## src/rtl/switcher.sv

```systemverilog
// switcher: three-digit 7-segment driver with manual select or auto-scan multiplexing
module switcher #(
   parameter int SCAN_DIV = 4
) (
   input  logic       CLK,
   input  logic       RST,
   input  logic [1:0] SEL,
   input  logic       AUTO,
   input  logic [3:0] DIG1,
   input  logic [3:0] DIG2,
   input  logic [3:0] DIG3,
   output logic       D1,
   output logic       D2,
   output logic       D3,
   output logic [6:0] SEG
);
   localparam int PW = SCAN_DIV > 1 ? $clog2(SCAN_DIV) : 1;
   localparam logic [PW-1:0] PRE_LAST = PW'(SCAN_DIV - 1);
   logic [1:0]    idx;
   logic [PW-1:0] pre;
   logic [1:0]    pick;
   logic [3:0]    val;
   logic [6:0]    seg_next;
   // digit currently selected: scan index in auto mode, SEL otherwise; code 3 means blank
   always_comb begin
      pick = AUTO ? idx : SEL;
      val  = pick == 2'd0 ? DIG1 : pick == 2'd1 ? DIG2 : DIG3;
   end
   // hex to {g,f,e,d,c,b,a} decode of the selected digit value
   always_comb begin
      case (val)
         4'h0: seg_next = 7'h3F;
         4'h1: seg_next = 7'h06;
         4'h2: seg_next = 7'h5B;
         4'h3: seg_next = 7'h4F;
         4'h4: seg_next = 7'h66;
         4'h5: seg_next = 7'h6D;
         4'h6: seg_next = 7'h7D;
         4'h7: seg_next = 7'h07;
         4'h8: seg_next = 7'h7F;
         4'h9: seg_next = 7'h6F;
         4'hA: seg_next = 7'h77;
         4'hB: seg_next = 7'h7C;
         4'hC: seg_next = 7'h39;
         4'hD: seg_next = 7'h5E;
         4'hE: seg_next = 7'h79;
         default: seg_next = 7'h71;
      endcase
   end
   // scan prescaler and digit index advance only in auto mode and hold otherwise
   always_ff @(posedge CLK) begin
      if (RST) begin
         idx <= 2'd0;
         pre <= '0;
      end else if (AUTO) begin
         if (idx == 2'd3) begin
            idx <= 2'd0;
         end else if (pre == PRE_LAST) begin
            pre <= '0;
            idx <= idx == 2'd2 ? 2'd0 : idx + 2'd1;
         end else begin
            pre <= pre + 1'b1;
         end
      end
   end
   // enables and segments registered together from one selection so they always agree
   always_ff @(posedge CLK) begin
      if (RST) begin
         D1  <= 1'b0;
         D2  <= 1'b0;
         D3  <= 1'b0;
         SEG <= 7'h00;
      end else begin
         D1  <= pick == 2'd0;
         D2  <= pick == 2'd1;
         D3  <= pick == 2'd2;
         SEG <= pick == 2'd3 ? 7'h00 : seg_next;
      end
   end
endmodule

```

## config.mk

```make
export PLATFORM = sky130hd
export DESIGN_NAME = switcher
export DESIGN_NICKNAME = d
export VERILOG_FILES = /design/src/rtl/switcher.sv
export SDC_FILE = /design/constraint.sdc
export NUM_CORES = 1
export LEC_CHECK = 0
export ABC_AREA = 1
export BUFFER_PORTS_ARGS = -buffer_cell sky130_fd_sc_hd__buf_2
export CORE_ASPECT_RATIO = 0.9
export CORE_UTILIZATION = 50
export DETAILED_ROUTE_END_ITERATION = 16
export GPL_TIMING_DRIVEN = 0
export PLACE_DENSITY = 0.89
export SLEW_MARGIN = 20
export SYNTH_ARGS = -nofsm -noshare
export SYNTH_HDL_FRONTEND = slang
export SYNTH_SLANG_ARGS = --single-unit
```

## constraint.sdc

```tcl
create_clock -name CLK -period 2.44 [get_ports CLK]
set_clock_uncertainty 0.2 [all_clocks]
set_input_delay 0.244 -clock CLK [delete_from_list [all_inputs] [get_ports CLK]]
set_output_delay 0.244 -clock CLK [all_outputs]
set_load 0.02 [all_outputs]
```

==> out/summary.log, run 1 <==
INFO  grt            groute.usage.overall=20.7%
INFO  finish         final.fill_count=167
INFO  clock_tree     cts_setup_buffers=0
INFO  finish         layout-drive-gt1-share=28.7%
INFO  timing         maximum_clock_frequency=462MHz
INFO  die            die_y=42.9um
INFO  grt            grt_start_max_net_pins=11
INFO  logic_synthesis yosys_register_bits=14
INFO  timing         final-max-slew-violation-count=0
INFO  logic_synthesis syn_avg_cell_area=7.22um^2
INFO  timing         tightest_slew=0.381ns
INFO  clock_tree     clockRootBuffer=clkbuf_4
INFO  clock_tree     cts.sink_count=14
INFO  critical_path  timing.critical_path.required=2.40ns
INFO  grt            gr-total-overflow=0
INFO  route          drt-vias-per-instance=4.89
INFO  outcome        status=completed
INFO  timing         final-setup-viol-count=0
INFO  timing         final_period_minus_worst_setup_slack=2.16ns
INFO  logic_synthesis synth_area_leader_cell=dfxtp_1
INFO  run            timing.max_cap.violations=0
INFO  logic_synthesis syn-num-nets=154
INFO  clock_tree     clkLatencyLatePin=0.27ns
INFO  power          powerDensity=553nW/um^2
INFO  route          drt-pass1-iter-count=4
INFO  logic_synthesis synth-warning-count=0
INFO  finish         multiInputGateArea=553um^2
INFO  clock_tree     clk_transition_reported_paths=0.08ns
INFO  timing         finalHoldViolations=0
INFO  critical_path  crit_slowest_cell=dfxtp_1
INFO  critical_path  timing.critical_path.from=idx[0]$_SDFFE_PP0P_
INFO  finish         antenna-diode-count=0
INFO  grt            grt_antenna_before_repair=0
INFO  logic_synthesis synthesis.instances=129
INFO  critical_path  critical_path.n_buffers_inverters=2
INFO  route          route.final.wire_length=1820um
INFO  critical_path  worstPathCellList=inv_1 -> nand2_1 -> nand2_1 -> nand3b_1 -> inv_1 -> nor2_1 -> ha_1 -> nand4_1 -> o21ai_0 -> a21oi_1
INFO  die            dieArea=2040um^2
INFO  die            design.core.area=1720um^2
INFO  finish         area.growth.synth_to_final=22.4%
INFO  clock_tree     cts.path.max_buffers=2
INFO  placed_design  finalWeightedCongestion=0.780
INFO  finish         net_count_reported_at_finish=186
INFO  clock_tree     cts_inserted_buffers=3
INFO  clock_tree     cts.htree.levels=1
INFO  critical_path  critical_path_peak_fanout=6
INFO  route          drtIter0Drc=11
INFO  critical_path  critical_path_class=register to register
INFO  route          routed_wire_per_std_cell=9.87um
INFO  route          ant_nets=0
INFO  critical_path  r2r-start=idx[0]$_SDFFE_PP0P_
INFO  route          route.vias.total=899
INFO  finish         layout_commonest_cell=nand2_1
INFO  route          detail_route.drc_violations=0
INFO  placed_design  place.port_buffers=26
INFO  logic_synthesis synthDistinctLibCells=23
INFO  finish         sequential_cell_area=280um^2
INFO  clock_tree     cts_tree=done
INFO  critical_path  critical-path-max-stage-delay=0.43ns
INFO  die            fp_rows=14
INFO  power          vdd_ir_drop_max=0.300mV
INFO  worst_hold_path hold_path.startpoint=AUTO
INFO  timing         rsz0062_at_grt=no
INFO  timing         final_sum_of_negative_setup_slack=0ns
INFO  critical_path  critPathCaptureType=register
INFO  logic_synthesis post-synth-top-area-fraction=30.1%
INFO  power          leakage=0.643nW
INFO  die            initial_utilization=54.2%
INFO  die            chipWidth=47.5um
INFO  logic_synthesis synthTopCellsByArea=dfxtp_1 (30%), nand2_1 (11%), ha_1 (11%)
INFO  critical_path  timing.critical_path.from_type=register
INFO  logic_synthesis mappedNetlistArea=931um^2
INFO  grt            first_global_vias=813
INFO  grt            first_pass_grt_wire_length=3050um
INFO  finish         layout_common_cells=nand2_1 (28), buf_2 (26), inv_1 (18)
INFO  critical_path  path_delay_family=simple AND/OR/NAND/NOR gates
INFO  worst_hold_path min-delay-path-class=primary input to register
INFO  placed_design  dp.final_hpwl=1520um
INFO  timing         fin_worst_hold_slack=0.179ns
INFO  timing         final.period_utilization=88.7%
INFO  critical_path  worst-endpoint-arrival=2.13ns
INFO  logic_synthesis seq_area_frac_synth=30.1%
INFO  die            top_level_ports=27
INFO  timing         worst_slew_margin_rel=74.4%
## layout make-up
type	instances	area share (%)
multi-input cells	93	48.5
plain buffers	2	1.98
well taps	24	2.63
flip-flops and latches	14	24.6
clock buffers	4	3.18
repair buffers	27	12.3
inverters	20	6.81
## layer usage
layer | track usage [%] | share of wire (%)
met3 | 3.40 | 2.8
met5 | 0 | 0
met4 | 12.6 | 1.7
met1 | 23.8 | 45
met2 | 34.2 | 51
## per-stage QoR
step / setup slack, ns / instances / power [W] / instance area (um^2) / utilization, %
6_report: 0.276 / 184 / 0.000631 / 1140 / 66.4
5_1_grt: 0.00449 / 184 / 0.000673 / 1140 / 66.4
4_1_cts: 0.151 / 184 / 0.000633 / 1140 / 66.3
3_5_place_dp: 0.170 / 179 / 0.000474 / 1090 / 63.6
3_3_place_gp: 0.223 / 179 / 0.000466 / 1090 / 63.6
2_1_floorplan: 0.471 / 129 / 0.000416 / 931 / -
## cells by family (layout without fill, tap and decap cells)
group / after synthesis / in the layout / share of synthesized area [%]
flip-flops: 14 / 14 / 30.1
adder cells (fa/ha/maj): 8 / 8 / 10.8
AO/OA/AOI/OAI: 16 / 16 / 9.81
AND/OR/NAND/NOR: 69 / 69 / 38.6
buffers and inverters: 22 / 53 / 10.8
## power by group
| part | switching [W] | internal [W] | total (W) |
|---|---|---|---|
| Combinational | 0.000132 | 0.0000793 | 0.000211 |
| Clock | 0.0000688 | 0.0000907 | 0.000160 |
| Sequential | 0.00000655 | 0.000253 | 0.000260 |
| Total | 0.000207 | 0.000423 | 0.000631 |
## synth_stat cells (all sizes together)
library cell and count:
dfxtp 14, buf 2, nand3 9, o21ai 8
nor3 2, inv 20, nand2 33, nand3b 5
nor2 16, o211a 1, ha 8, nand4 3
a21oi 6, or2 1, o21a 1
## registers in the layout, summed over array words and instances (netlist names)
register and flops:
SEG 7, idx 2, pre 2, D1 1, D2 1, D3 1
## final timing paths
check / end / slack (ns) / cells after the start
min reg2reg: pre[1]$_SDFFE_PP0P_ / 0.31 / 2
max reg2reg: SEG[5]$_SDFF_PP0_ / 0.28 / 10
max: SEG[5]$_SDFF_PP0_ / 0.28 / 10
min: pre[1]$_SDFFE_PP0P_ / 0.18 / 4
## what timing repair did
| action | in CTS | in global routing |
|---|---|---|
| hold buffers | 1 | 0 |
| resized for setup | 0 | 1 |
| endpoints found under the hold margin | 2 | 0 |
| setup endpoints to repair | 0 | 4 |
## tightest hold or removal path: cells and delay by family
kind / cells / cell delay [ns]
compound gates: 1 / 0.07
buf+inv: 1 / 0.13
simple gates: 2 / 0.16
No activity file was read; power rests on OpenSTA's default activity.
==> run 2, diff against run 1 <==
- REMOVE_ABC_BUFFERS: unset -> 1
==> run 2 against run 1 <==
Effect of this change: wire length shrank 5.6%; non-clock buffer count fell by 2; clock power about the same; critical path depth is 3 higher; design area decreased by 1.1%; sequential share of layout area increased by 0.27 points; first-iteration DRC count is 9.1% lower; total power shrank 1.5%; sequential power hardly changed; via count shrank 6.2%.
==> out/summary.log, run 2 (synthesis results as in run 1) <==
INFO  grt            gr-total-overflow=0 [unchanged]
INFO  die            die_y=42.9um [unchanged]
INFO  timing         final_period_minus_worst_setup_slack=2.18ns [+0.0151 ns]
INFO  finish         area.growth.synth_to_final=21.1%
INFO  power          total_power_of_the_final_layout=0.000621W [-1.5%]
INFO  clock_tree     cts.htree.levels=1 [unchanged]
INFO  finish         net_count_reported_at_finish=184 [-1.1%]
INFO  critical_path  worstPathCellList=inv_1 -> nand2_1 -> nand2_4 -> inv_1 -> nand2_1 -> nand2_1 -> nor2_4 -> inv_1 -> ha_1 -> nand4_1 -> nand3_1 -> nand2_1 -> nor2_1
INFO  grt            first_global_vias=788 [-3.1%]
INFO  finish         layout_common_cells=nand2_1 (28), buf_2 (26), inv_1 (18)
INFO  finish         finish.instance_area=1130um^2 [-1.1%]
INFO  placed_design  placedInstanceArea=1070um^2 [-2.1%]
INFO  finish         layout-drive-gt1-share=27.8% [-0.90 points]
INFO  die            top_level_ports=27 [unchanged]
INFO  critical_path  timing.critical_path.from_type=register
INFO  die            chipWidth=47.5um [unchanged]
INFO  die            dieArea=2040um^2 [unchanged]
INFO  route          drt-pass1-iter-count=4 [unchanged]
INFO  clock_tree     cts_tree=done
INFO  grt            grt_start_max_net_pins=12 [+1]
INFO  placed_design  dp.final_hpwl=1410um [-7.5%]
INFO  critical_path  critical_path_peak_fanout=11 [+5]
INFO  finish         layout_commonest_cell=nand2_1
INFO  clock_tree     cts_setup_buffers=0 [unchanged]
INFO  timing         final.period_utilization=89.3% [+0.62 points]
INFO  placed_design  finalWeightedCongestion=0.798 [+2.3%]
INFO  timing         final-max-slew-violation-count=0 [unchanged]
INFO  clock_tree     cts.sink_count=14 [unchanged]
INFO  timing         postLayoutSetupSlackWorst=0.261ns [-0.0151 ns]
INFO  die            initial_utilization=54.2% [unchanged]
INFO  power          net_switching_power_figure=0.000202W [-2.4%]
INFO  route          ant_nets=0 [unchanged]
INFO  clock_tree     clkLatencyLatePin=0.27ns [about the same]
INFO  run            timing.max_cap.violations=0 [unchanged]
INFO  timing         fin_worst_hold_slack=0.188ns [+0.00921 ns]
INFO  critical_path  critical_path.n_buffers_inverters=3 [+1]
INFO  die            fp_rows=14 [unchanged]
INFO  grt            groute.usage.overall=19.1% [-1.7 points]
INFO  grt            first_pass_grt_wire_length=2900um [-5.0%]
INFO  clock_tree     clk_transition_reported_paths=0.08ns [about the same]
INFO  critical_path  crit_slowest_cell=dfxtp_1
INFO  route          routed_wire_per_std_cell=9.42um [-4.6%]
INFO  route          drt-vias-per-instance=4.63 [-5.2%]
INFO  route          route.vias.total=843 [-6.2%]
INFO  timing         maximum_clock_frequency=459MHz [-0.69%]
INFO  power          p_sw_share=32.6% [-0.30 points]
INFO  critical_path  timing.critical_path.required=2.45ns [+0.05 ns]
INFO  power          p_seq_share=41.8% [+0.6 points]
INFO  timing         rsz0062_at_grt=no
INFO  finish         multiInputGateArea=563um^2 [+1.8%]
INFO  route          route.final.wire_length=1710um [-5.6%]
INFO  clock_tree     cts_inserted_buffers=3 [unchanged]
INFO  timing         worst_slew_margin_rel=77.0% [+2.6 points]
INFO  route          detail_route.drc_violations=0 [unchanged]
INFO  critical_path  critical-path-max-stage-delay=0.34ns [-0.09 ns]
INFO  finish         leading_registers_by_flop_count=SEG: 7 flops, idx: 2 flops, pre: 2 flops
INFO  timing         final-setup-viol-count=0 [unchanged]
INFO  die            design.core.area=1720um^2 [unchanged]
INFO  power          leakage=0.635nW [-1.2%]
INFO  power          vdd_ir_drop_max=0.279mV [-7.0%]
INFO  critical_path  timing.critical_path.from=idx[1]$_SDFFE_PP0P_
INFO  grt            grt_antenna_before_repair=0 [unchanged]
INFO  power          intPower=0.000419W [-1.1%]
INFO  critical_path  timing.critical_path.mode_cell=nand2_1
INFO  power          comb_power_share=33.0% [-0.5 points]
INFO  critical_path  path_delay_family=simple AND/OR/NAND/NOR gates
INFO  clock_tree     cts.path.max_buffers=2 [unchanged]
INFO  finish         postLayoutCoreUtil=65.7% [-0.73 points]
INFO  timing         finalHoldViolations=0 [unchanged]
INFO  power          powerDensity=551nW/um^2 [-0.42%]
INFO  placed_design  place.port_buffers=26 [unchanged]
INFO  finish         largest_register_ff_count=7 [unchanged]
INFO  placed_design  detailedPlace.worstSlack=-0.0481ns [-0.218 ns]
INFO  finish         antenna-diode-count=0 [unchanged]
INFO  critical_path  critical_path_class=register to register
INFO  worst_hold_path hold_path.startpoint=AUTO
INFO  clock_tree     clockRootBuffer=clkbuf_4
INFO  critical_path  r2r-start=idx[1]$_SDFFE_PP0P_
INFO  outcome        status=completed
INFO  timing         tightest_slew=0.343ns [-0.0384 ns]
INFO  finish         biggest_register=SEG
INFO  route          drtIter0Drc=10 [-1]
INFO  finish         final.fill_count=153 [-8.4%]
INFO  power          clock_power_share=25.2% [about the same]
INFO  finish         sequential_cell_area=280um^2 [unchanged]
INFO  critical_path  worst-endpoint-arrival=2.19ns [+0.06 ns]
INFO  critical_path  critPathCaptureType=register
INFO  worst_hold_path min-delay-path-class=primary input to register
==> run 2: cell count changes in the layout (fill, tap and decap cells not counted), sizes merged <==
| cell | before | now |
|---|---|---|
| buf | 28 | 26 |
==> run 2: final timing paths <==
path / cells after the start / end / slack, ns
worst max-delay path: 13 / SEG[3]$_SDFF_PP0_ / 0.26
worst min-delay path: 4 / pre[1]$_SDFFE_PP0P_ / 0.19
worst max register to register: 13 / SEG[3]$_SDFF_PP0_ / 0.26
worst min register to register: 2 / pre[1]$_SDFFE_PP0P_ / 0.30
==> run 2: power by group through the flow <==
| stage | registers [W] | clock network (W) | logic, W |
|---|---|---|---|
| final | 0.000259 | 0.000157 | 0.000205 |
| after global routing | 0.000263 | 0.000170 | 0.000231 |
| after CTS | 0.000260 | 0.000161 | 0.000203 |
| after detailed placement | 0.000265 | 0 | 0.000200 |
| after global placement | 0.000264 | 0 | 0.000195 |
| after floorplan | 0.000294 | 0 | 0.000115 |
==> run 2: routing by layer <==
metal / share of wire, % / up-vias / global-route usage (%)
met4: 1.1 / 0 / 9.71
met1: 48 / 346 / 23.3
met5: 0 / - / 0
met3: 3.2 / 2 / 1.28
met2: 48 / 26 / 32.1
li1: - / 469 / -
==> run 2: timing repair <==
action                                  4_1_cts  5_1_grt
endpoints found under the setup margin        2        4
hold buffers                                  1        0
cloned                                        0        0
hold endpoints to repair                      2        0
gates resized for setup                       1        2
==> run 2: worst min-delay path, cell delays in order <==
cell and delay, ns:
buf_2 0.13, nand2_1 0.09, o21ai_0 0.08, nor2_1 0.07
==> run 2: final cells by class <==
cell class / count / share of cell area [%]
Clock buffer: 4 / 3.22
Tap cell: 24 / 2.66
Sequential cell: 14 / 24.9
Timing Repair Buffer: 27 / 12.4
Multi-Input combinational cell: 93 / 49.9
Inverter: 20 / 6.88
==> run 2: through the flow <==
step           TNS (ns)  std cells
6_report              0        182
5_1_grt               0        182
4_1_cts               0        182
3_5_place_dp    -0.0677        177
3_3_place_gp          0        177
2_1_floorplan         0        127
